==> src/rtl/mips_cpu_instr_loader.sv <==
// Instruction loader: streams a program into a word memory, then releases the CPU from reset.
// Define INSTR_LOADER_FAULT_EN to report misaligned and out-of-window fetches on addr_fault.
module mips_cpu_instr_loader #(
    parameter int unsigned DEPTH_WORDS = 64,
    parameter logic [31:0] BASE_ADDR   = 32'hBFC00000
) (
    input  logic        clk,
    input  logic        reset_n,
    input  logic        load_valid,
    output logic        load_ready,
    input  logic [31:0] load_data,
    input  logic        load_last,
    input  logic        reload,
    output logic        cpu_reset,
    output logic        loaded,
    output logic        load_overflow,
    input  logic [31:0] instr_address,
    output logic [31:0] instr_readdata,
    output logic        addr_fault
);
    localparam int unsigned AW = $clog2(DEPTH_WORDS);
    localparam logic [AW-1:0] LastIdx = AW'(DEPTH_WORDS - 1);

    typedef enum logic [1:0] {StLoad, StRelease, StRun} state_e;

    state_e                 state_q, state_d;
    logic [AW-1:0]          wptr_q, wptr_d;
    logic [DEPTH_WORDS-1:0] valid_q, valid_d;
    logic                   ovf_q, ovf_d;
    logic [31:0]            mem_q [DEPTH_WORDS];
    logic                   handshake;

    assign handshake = load_valid && (state_q == StLoad);

    always_comb begin
        state_d    = state_q;
        wptr_d     = wptr_q;
        valid_d    = valid_q;
        ovf_d      = ovf_q;
        load_ready = 1'b0;
        cpu_reset  = 1'b1;
        loaded     = 1'b0;
        unique case (state_q)
            StLoad: begin
                load_ready = 1'b1;
                if (load_valid) begin
                    valid_d[wptr_q] = 1'b1;
                    wptr_d          = wptr_q + AW'(1);
                    if (load_last || wptr_q == LastIdx) begin
                        state_d = StRelease;
                    end
                    // Memory full without a last marker: close the program anyway.
                    if (!load_last && wptr_q == LastIdx) begin
                        ovf_d = 1'b1;
                    end
                end
            end
            StRelease: begin
                state_d = StRun;
            end
            StRun: begin
                cpu_reset = 1'b0;
                loaded    = 1'b1;
                if (reload) begin
                    state_d = StLoad;
                    wptr_d  = '0;
                    valid_d = '0;
                    ovf_d   = 1'b0;
                end
            end
            default: begin
                state_d = StLoad;
            end
        endcase
    end

    always_ff @(posedge clk or negedge reset_n) begin
        if (!reset_n) begin
            state_q <= StLoad;
            wptr_q  <= '0;
            valid_q <= '0;
            ovf_q   <= 1'b0;
        end else begin
            state_q <= state_d;
            wptr_q  <= wptr_d;
            valid_q <= valid_d;
            ovf_q   <= ovf_d;
        end
    end

    // Contents need no reset: per-word valid bits make unwritten words read as zero.
    always_ff @(posedge clk) begin
        if (handshake) begin
            mem_q[wptr_q] <= load_data;
        end
    end

    assign load_overflow = ovf_q;

    logic [29:0]   word_off;
    logic [AW-1:0] rd_idx;
    logic          in_window;
    logic [31:0]   rd_word;
    logic [31:0]   rd_swapped;

    assign word_off   = instr_address[31:2] - BASE_ADDR[31:2];
    assign rd_idx     = word_off[AW-1:0];
    assign in_window  = (word_off[29:AW] == '0);
    assign rd_word    = valid_q[rd_idx] ? mem_q[rd_idx] : 32'h0;
    assign rd_swapped = {rd_word[7:0], rd_word[15:8], rd_word[23:16], rd_word[31:24]};

`ifdef INSTR_LOADER_FAULT_EN
    logic misaligned;

    assign misaligned     = (instr_address[1:0] != 2'b00);
    assign addr_fault     = misaligned || (!in_window && (instr_address != 32'h0));
    assign instr_readdata = (in_window && !misaligned) ? rd_swapped : 32'h0;
`else
    logic [1:0] unused_addr_lsbs;

    assign unused_addr_lsbs = instr_address[1:0];
    assign addr_fault       = 1'b0;
    assign instr_readdata   = in_window ? rd_swapped : 32'h0;
`endif

endmodule

==> config.mk <==
export PLATFORM = sky130hd
export DESIGN_NAME = mips_cpu_instr_loader
export DESIGN_NICKNAME = d
export VERILOG_FILES = /design/src/rtl/mips_cpu_instr_loader.sv
export SDC_FILE = /design/constraint.sdc
export NUM_CORES = 2
export LEC_CHECK = 0
export BUFFER_PORTS_ARGS = -buffer_cell sky130_fd_sc_hd__buf_4
export CAP_MARGIN = 0
export CORE_UTILIZATION = 65
export CTS_BUF_LIST = sky130_fd_sc_hd__clkbuf_4
export CTS_CLUSTER_DIAMETER = 200
export CTS_CLUSTER_SIZE = 28
export DETAILED_ROUTE_END_ITERATION = 10
export GPL_TIMING_DRIVEN = 1
export PLACE_DENSITY = 0.82
export SLEW_MARGIN = 20
export SYNTH_ARGS = -nofsm -noshare
export SYNTH_HDL_FRONTEND = slang
export SYNTH_SLANG_ARGS = --single-unit
export TNS_END_PERCENT = 30
==> constraint.sdc <==
create_clock -name clk -period 8.3 [get_ports clk]
set_clock_uncertainty 0.15 [all_clocks]
set_input_delay 1.66 -clock clk [delete_from_list [all_inputs] [get_ports clk]]
set_output_delay 1.66 -clock clk [all_outputs]
set_load 0.02 [all_outputs]
After elaboration in Yosys (flattened, before gate mapping):

Memories as Yosys holds them, arrays and structs flattened.
Index checks and enable logic that the tools add are counted.

* bitwise gates (word level): 1
* reduce and logical (&&, ||, !) cells: 11
* order comparisons: 3
* muxes and demuxes: 25
* eq/ne operators: 7
* add/sub/neg operators: 2

Operator list (count)
* two-way mux 64 bit: 2
* case mux 64 bit (2 select lines): 1
* two-way mux 32 bit: 2
* OR 64 bit: 1
* subtractor 30 bit (second input constant): 1
* zero test 24 bit: 1
* < comparator 6 x 7 -> 1 bit (second input constant): 2
* two-way mux 6 bit: 2
* case mux 6 bit (2 select lines): 1
* two-way mux 1 bit: 10
* adder 6 x 1 -> 6 bit (second input constant): 1
* binary-select mux 1 bit (select 6 bit): 1
* demux 1 bit (select 6 bit): 1
* == test 6 bit (second input constant): 1
* >= comparator 6 x 1 -> 1 bit (second input constant): 1
* two-way mux 2 bit: 3
* case mux 2 bit (3 select lines): 1
* AND reduction 3 bit: 2
* != test 2 x 1 -> 1 bit (second input constant): 2
* != test 2 bit (second input constant): 2
* AND reduction 4 bit: 1
* logical AND 1 bit: 3
* == test 2 x 1 -> 1 bit (second input constant): 1
* == test 2 bit (second input constant): 1
* 5 further kinds: 5

* RAM bits: 2048
* input bits: 69
* memories: 1
* output and inout bits: 37
* word-level logic and storage cells: 54
* register bits: 73

Memory list
* mem_q: depth 64, width 32, read ports 1, clocked after memory_dff 0, wr ports 1, RTL line 30 `logic [31:0] mem_q [DEPTH_WORDS];`

Longest topological paths before layout:

* word-level depth: 7
* gate-level depth with buffers: 11
* gate-level depth less buffers: 6

Worst setup path before layout:

Ideal clock, no wire load.

* kind: input to output
* from: in instr_address[2]
* to: out instr_readdata[10]
* buffers on the path: 4
* slack: 2783 ps
* cell stages on the path: 8
* required time: 6490 ps
* arrival: 3707 ps
* cell sequence: buf_6 > buf_2 > buf_2 > buf_2 > mux4_2 > a22oi_1 > a21oi_1 > o31a_1

* longest elaborated chain between the ends: 5
* elaborated cells between the ends (all ways): 7
* those cells by class: add/sub: 1; mux: 4; reduce/logical: 1; memory: 1

Ends and longest elaborated chain
* start: declaration: RTL line 17 `input logic [31:0] instr_address,`
* subtractor 30 bit (*): RTL line 106 `assign word_off = instr_address[31:2] - BASE_ADDR[31:2];`
* binary-select mux 1 bit (select 6 bit): RTL line 109 `assign rd_word = valid_q[rd_idx] ? mem_q[rd_idx] : 32'h0;`
* two-way mux 1 bit (not written as such): RTL line 109
* two-way mux 32 bit: RTL line 109
* two-way mux 32 bit (*): RTL line 123 `assign instr_readdata = in_window ? rd_swapped : 32'h0;`
* end: declaration: RTL line 18 `output logic [31:0] instr_readdata,`

Every way passes the cells marked *; elsewhere a longest branch is shown, timed or not. The select of a mux whose other input is x is not followed.

Final worst setup path:

* from: in instr_address[2]
* to: out instr_readdata[23]

Same word-level chain as after synthesis.

==> results.md <==
- The run finished with clean final reports.
- The timing endpoint of the critical path is instr_readdata[23].
- The slowest cell on the critical path is sky130_fd_sc_hd__buf_4.
- The most critical setup path has its startpoint at instr_address[2].
- The number of port buffers is 102.
- The level count of the clock H-tree is 3.
- The cell area after synthesis is 81,480 um^2.
- The initial core utilization is 65.73%.
- The clock slew at the register clock pins of the worst setup and hold paths is 0.24 ns.
- Summing all placed instances gives a cell area of 84,650 um^2.
- The floorplan step set the die height to 356.1 um.
- Across the VDD grid, the largest voltage drop is 0.1322 mV.
- The via count of the first global-routing pass is 38,870.
- In this run the standard cell core region covers 124,000 um^2.
- Per report_power, the combinational group accounts for 7.7% of the total.
- The site row count is 129.
- The critical path goes through buf_8, buf_4, mux4_2, mux2i_1, o22ai_1, a221oi_1, nor3_1, buf_4, o31a_1, buf_4.
- Setup violations remaining at the end of the flow were counted as 0.
- The total number of cells along the worst setup path is 10.
- Per report_power, the sequential group accounts for 71.3% of the total.
- For this design the ratio of total power to cell area is 196.2 nW/um^2.
- The cell count after synthesis came out at 3,576.
- The worst register-to-register path begins at state_q[0]$_DFFE_PN0P_.
- The iteration count of the initial detailed-routing pass is 7.
- The endpoint arrival time on the critical path is 5.59 ns.
- The switching portion of total power is 22.00%.
- The net count reported at finish is 3,746.
- The number of antenna violations at the first check in global routing is 7.
- The clock tree from TritonCTS is built.
- Clock latency on the worst-skew pair, taken at its later pin, is 1.11 ns.
- The number of vias per cell after detailed routing is 7.263.
- The final weighted congestion in routability-driven placement is 0.8313.
- For this run, asynchronously set or reset flops after synthesis account for 3.442%.
- The worst-margin pin slew is 1.125 ns.
- The maximum buffer depth of the clock tree is 3.
- In this run the register-to-register setup slack is 4.54 ns.
- The total global-route track usage is 30.87%.
- The first global-routing pass estimated 273.1 mm of wire.
- In this run, synthesis produced a sequential element count of 2,121.
- The routed length on met2 is 94.10 mm.
- The post-route antenna net violation count is 0.
- The yosys synthesis warning count is 0.
- In this run, post-CTS repair resized a total of 0 instances.
- In the final routed layout, each cell accounts on average for 35.83 um.
- By instance count, the cell type seen most on the critical path is sky130_fd_sc_hd__buf_4.
- The clock drives 2,121 sinks.
- The kind of cell with the highest combined delay on the critical path is buffers and inverters.
- Summed over all layers, the routed wires come to 192.3 mm.
- The endpoint of the worst register-to-register path is mem_q[3][15]$_DFFE_PP_.
- The overflow left after global routing is 0.
- In the final timing run, aggregate negative setup slack is 0 ns.
- The post-route DRC violation count is 0.
- The delay of the slowest critical-path stage is 0.85 ns.
- Dividing the synthesized area by the synthesized cell count gives 22.79 um^2.
- The required time of the critical path is 6.49 ns.
- The buffering stage count on the worst path with inverters included is 4.
- The net switching power of the design is 0.003699 W.
- The length of routed met3 wiring is 23.04 mm.
- By startpoint and endpoint, the worst setup path is classified as in -> out.
- STA classifies the critical path endpoint as an output pin.
- The area of the die is 126,800 um^2.
- The internal power of the cells is 0.01312 W.
- The share of power burned in the clock network is 21.0%.
- The number of endpoints with negative hold slack in the final report came to 0.
- Among all flip-flop cells after synthesis, the most frequent one is sky130_fd_sc_hd__edfxtp_1.
- The total clock buffers created by CTS is 85.
- The maximum number of pins on one net before global-route repair is 116.
- Counting the fill cells in the layout gives 7,137.
- The HPWL reported at the end of detailed placement is 102.4 mm.
- After the first detailed-routing iteration, the DRC count stood at 6,288.
- For this design, the CTS-stage hold fixing added 0 buffers.
- The total of max-cap violations is 0.
- The ratio of cells with drive above 1 in the final layout is 26.48%.
- The final standard cell area without fillers is 85,690 um^2.
- The die span in x is 356.1 um.
- The post-CTS setup-driven buffer insertion count is 0.
- The final period demand of the worst path is 7.399 ns.
- The kind of start point of the critical path is an input port.
- Measured in cells, the most critical reg-to-reg path has a length of 6.
- Static timing analysis puts the maximum clock frequency at 0.1352 GHz.
- The wire length on met1 is 67.62 mm.
- The worst path uses 89.14% of the clock period.
- The CTS root buffer is sky130_fd_sc_hd__clkbuf_4.
- Yosys mapped the design onto 52 distinct sky130hd cell types.
- In this run the worst path has a maximum fanout of 61.
- The worst hold path belongs to the class reg -> reg.
- The highest signal layer in the routed design is met5.
- For this design the static power due to leakage is 26.38 nW.
- After synthesis, flip-flops and latches occupy 77.72% of the total area.
- Summing over every cut layer, the via total after detailed routing is 38,970.
- Setup repair after global routing left no endpoint under its margin.
- Relative to the synthesized area, the layout overhead comes to 5.169%.
- The number of enable-type register cells in the synthesized netlist is 2,048.
- The number of slew-limit violations in the final report is 0.
- The relative max-transition margin is 25.02%.
- The I/O pin count is 106.
- Synthesis produced a netlist with a net count of 3,646.
worst reg2reg max path, delay by kind of cell (launching register included):
family / cells / cell delay [ns]
buf+inv: 1 / 0.54
flops: 1 / 0.45
simple gates: 5 / 2.26
worst min path at each step:
| stage | endpoint | start | cells past startpoint | slack [ns] |
|---|---|---|---|---|
| floorplan | valid_q[63]$_DFFE_PN0P_ | valid_q[63]$_DFFE_PN0P_ | 2 | 0.31 |
| global placement | valid_q[50]$_DFFE_PN0P_ | valid_q[50]$_DFFE_PN0P_ | 1 | 0.32 |
| detailed placement | valid_q[58]$_DFFE_PN0P_ | valid_q[58]$_DFFE_PN0P_ | 1 | 0.33 |
| CTS | valid_q[50]$_DFFE_PN0P_ | valid_q[50]$_DFFE_PN0P_ | 1 | 0.38 |
| global route | valid_q[6]$_DFFE_PN0P_ | valid_q[6]$_DFFE_PN0P_ | 1 | 0.39 |
| finish | valid_q[16]$_DFFE_PN0P_ | valid_q[16]$_DFFE_PN0P_ | 1 | 0.38 |
routing by layer:
layer,vias up,global-route usage [%]
met5,-,0
met4,4,11.00
met3,456,5.076
met2,2873,49.24
met1,20400,44.30
li1,15240,-
cells in the final DEF, fill, tap and decap left out, types with 3 or more instances in the layout:
cell type / Yosys / routed
sky130_fd_sc_hd__a211oi_1: 20 / 20
sky130_fd_sc_hd__a21oi_1: 47 / 47
sky130_fd_sc_hd__a221oi_1: 9 / 9
sky130_fd_sc_hd__a22o_1: 8 / 8
sky130_fd_sc_hd__a22oi_1: 95 / 95
sky130_fd_sc_hd__a31oi_1: 11 / 10
sky130_fd_sc_hd__a41oi_1: 3 / 3
sky130_fd_sc_hd__and2_1: 7 / 7
sky130_fd_sc_hd__and3_1: 5 / 5
sky130_fd_sc_hd__buf_12: 0 / 5
sky130_fd_sc_hd__buf_4: 32 / 204
sky130_fd_sc_hd__buf_8: 0 / 3
sky130_fd_sc_hd__clkbuf_4: 0 / 130
sky130_fd_sc_hd__dfrtp_1: 73 / 73
sky130_fd_sc_hd__diode_2: 0 / 5
sky130_fd_sc_hd__edfxtp_1: 2048 / 2048
sky130_fd_sc_hd__inv_1: 3 / 3
sky130_fd_sc_hd__inv_2: 1 / 3
sky130_fd_sc_hd__mux2_2: 5 / 5
sky130_fd_sc_hd__mux2i_1: 87 / 87
sky130_fd_sc_hd__mux4_2: 560 / 560
sky130_fd_sc_hd__nand2_1: 97 / 96
sky130_fd_sc_hd__nand2b_1: 9 / 9
sky130_fd_sc_hd__nand3_1: 13 / 13
sky130_fd_sc_hd__nand3b_1: 4 / 4
sky130_fd_sc_hd__nor2_1: 92 / 27
sky130_fd_sc_hd__nor2_4: 0 / 64
sky130_fd_sc_hd__nor2b_1: 25 / 23
sky130_fd_sc_hd__nor3_1: 18 / 18
sky130_fd_sc_hd__nor4_1: 6 / 6
sky130_fd_sc_hd__o21a_1: 66 / 66
sky130_fd_sc_hd__o21ai_0: 13 / 13
sky130_fd_sc_hd__o22ai_1: 11 / 11
sky130_fd_sc_hd__o31a_1: 16 / 16
sky130_fd_sc_hd__xor2_1: 3 / 3
cell usage after synthesis (6+ instances only):
library cell	instances	area, um^2
sky130_fd_sc_hd__nor3_1	18	90.09
sky130_fd_sc_hd__edfxtp_1	2048	61500
sky130_fd_sc_hd__a31oi_1	11	68.82
sky130_fd_sc_hd__nand3_1	13	65.06
sky130_fd_sc_hd__mux2i_1	87	870.8
sky130_fd_sc_hd__a221oi_1	9	78.83
sky130_fd_sc_hd__nand2_1	97	364.1
sky130_fd_sc_hd__a22oi_1	95	713.2
sky130_fd_sc_hd__clkbuf_1	54	202.7
sky130_fd_sc_hd__o21ai_0	13	65.06
sky130_fd_sc_hd__nand2b_1	9	56.30
sky130_fd_sc_hd__o21a_1	66	495.5
sky130_fd_sc_hd__dfrtp_1	73	1827
sky130_fd_sc_hd__a211oi_1	20	150.1
sky130_fd_sc_hd__and2_1	7	43.79
sky130_fd_sc_hd__nor2_1	92	345.3
sky130_fd_sc_hd__o22ai_1	11	68.82
sky130_fd_sc_hd__buf_4	32	240.2
sky130_fd_sc_hd__buf_1	14	52.55
sky130_fd_sc_hd__a22o_1	8	70.07
sky130_fd_sc_hd__a21oi_1	47	235.2
sky130_fd_sc_hd__nor4_1	6	37.54
sky130_fd_sc_hd__buf_2	88	440.4
sky130_fd_sc_hd__o31a_1	16	140.1
sky130_fd_sc_hd__buf_6	11	123.9
sky130_fd_sc_hd__nor2b_1	25	156.4
sky130_fd_sc_hd__mux4_2	560	12610
metrics by stage:
stage	instances	setup WS, ns	utilization (%)	power [W]	hold WS, ns
after floorplan	3576	2.783	-	0.01294	0.3074
after global placement	5226	1.001	68.29	0.01345	0.3173
after detailed placement	5226	0.9528	68.29	0.01351	0.3265
after CTS	5361	0.9457	69.12	0.01682	0.3760
after global routing	5363	0.7395	69.12	0.01724	0.3886
final	5366	0.9015	69.13	0.01682	0.3752
kinds of logic (layout without fill, tap and decap cells):
group	Yosys count	after routing	share of synthesized area (%)
and+or+nand+nor	287	287	1.602
xor gates and xnor gates	4	4	0.04300
AOI/OAI and AO/OA	307	307	2.680
DFF	2121	2121	77.72
muxes	652	652	16.62
other	1	6	0.004602
buffers and inverters	203	351	1.319
adders and majority gates	1	1	0.01535
power groups by stage:
stage	logic (W)	registers, W	clock network (W)
5_1_grt	0.00135	0.0120	0.00388
2_1_floorplan	0.000744	0.0122	0
4_1_cts	0.00128	0.0120	0.00355
3_5_place_dp	0.00128	0.0122	0
3_3_place_gp	0.00124	0.0122	0
6_report	0.00129	0.0120	0.00353
cell type report:
class	instances	area (um^2)	share of cell area (%)
flip-flops and latches	2121	63330	73.90
multi-input cells	1252	17580	20.52
well taps	1637	2048	2.390
repair buffers	212	1677	1.957
clock buffers	130	975.9	1.139
clock inverters	5	50.05	0.05841
inverters	4	17.52	0.02044
diodes	5	12.51	0.01460
state kept, by name (all words and copies together), names as in the netlist:
name and flops:
valid_q 64, load_overflow 1, state_q 2, wptr_q 6, mem_q 2048
Power figures use the tool's default switching activity.
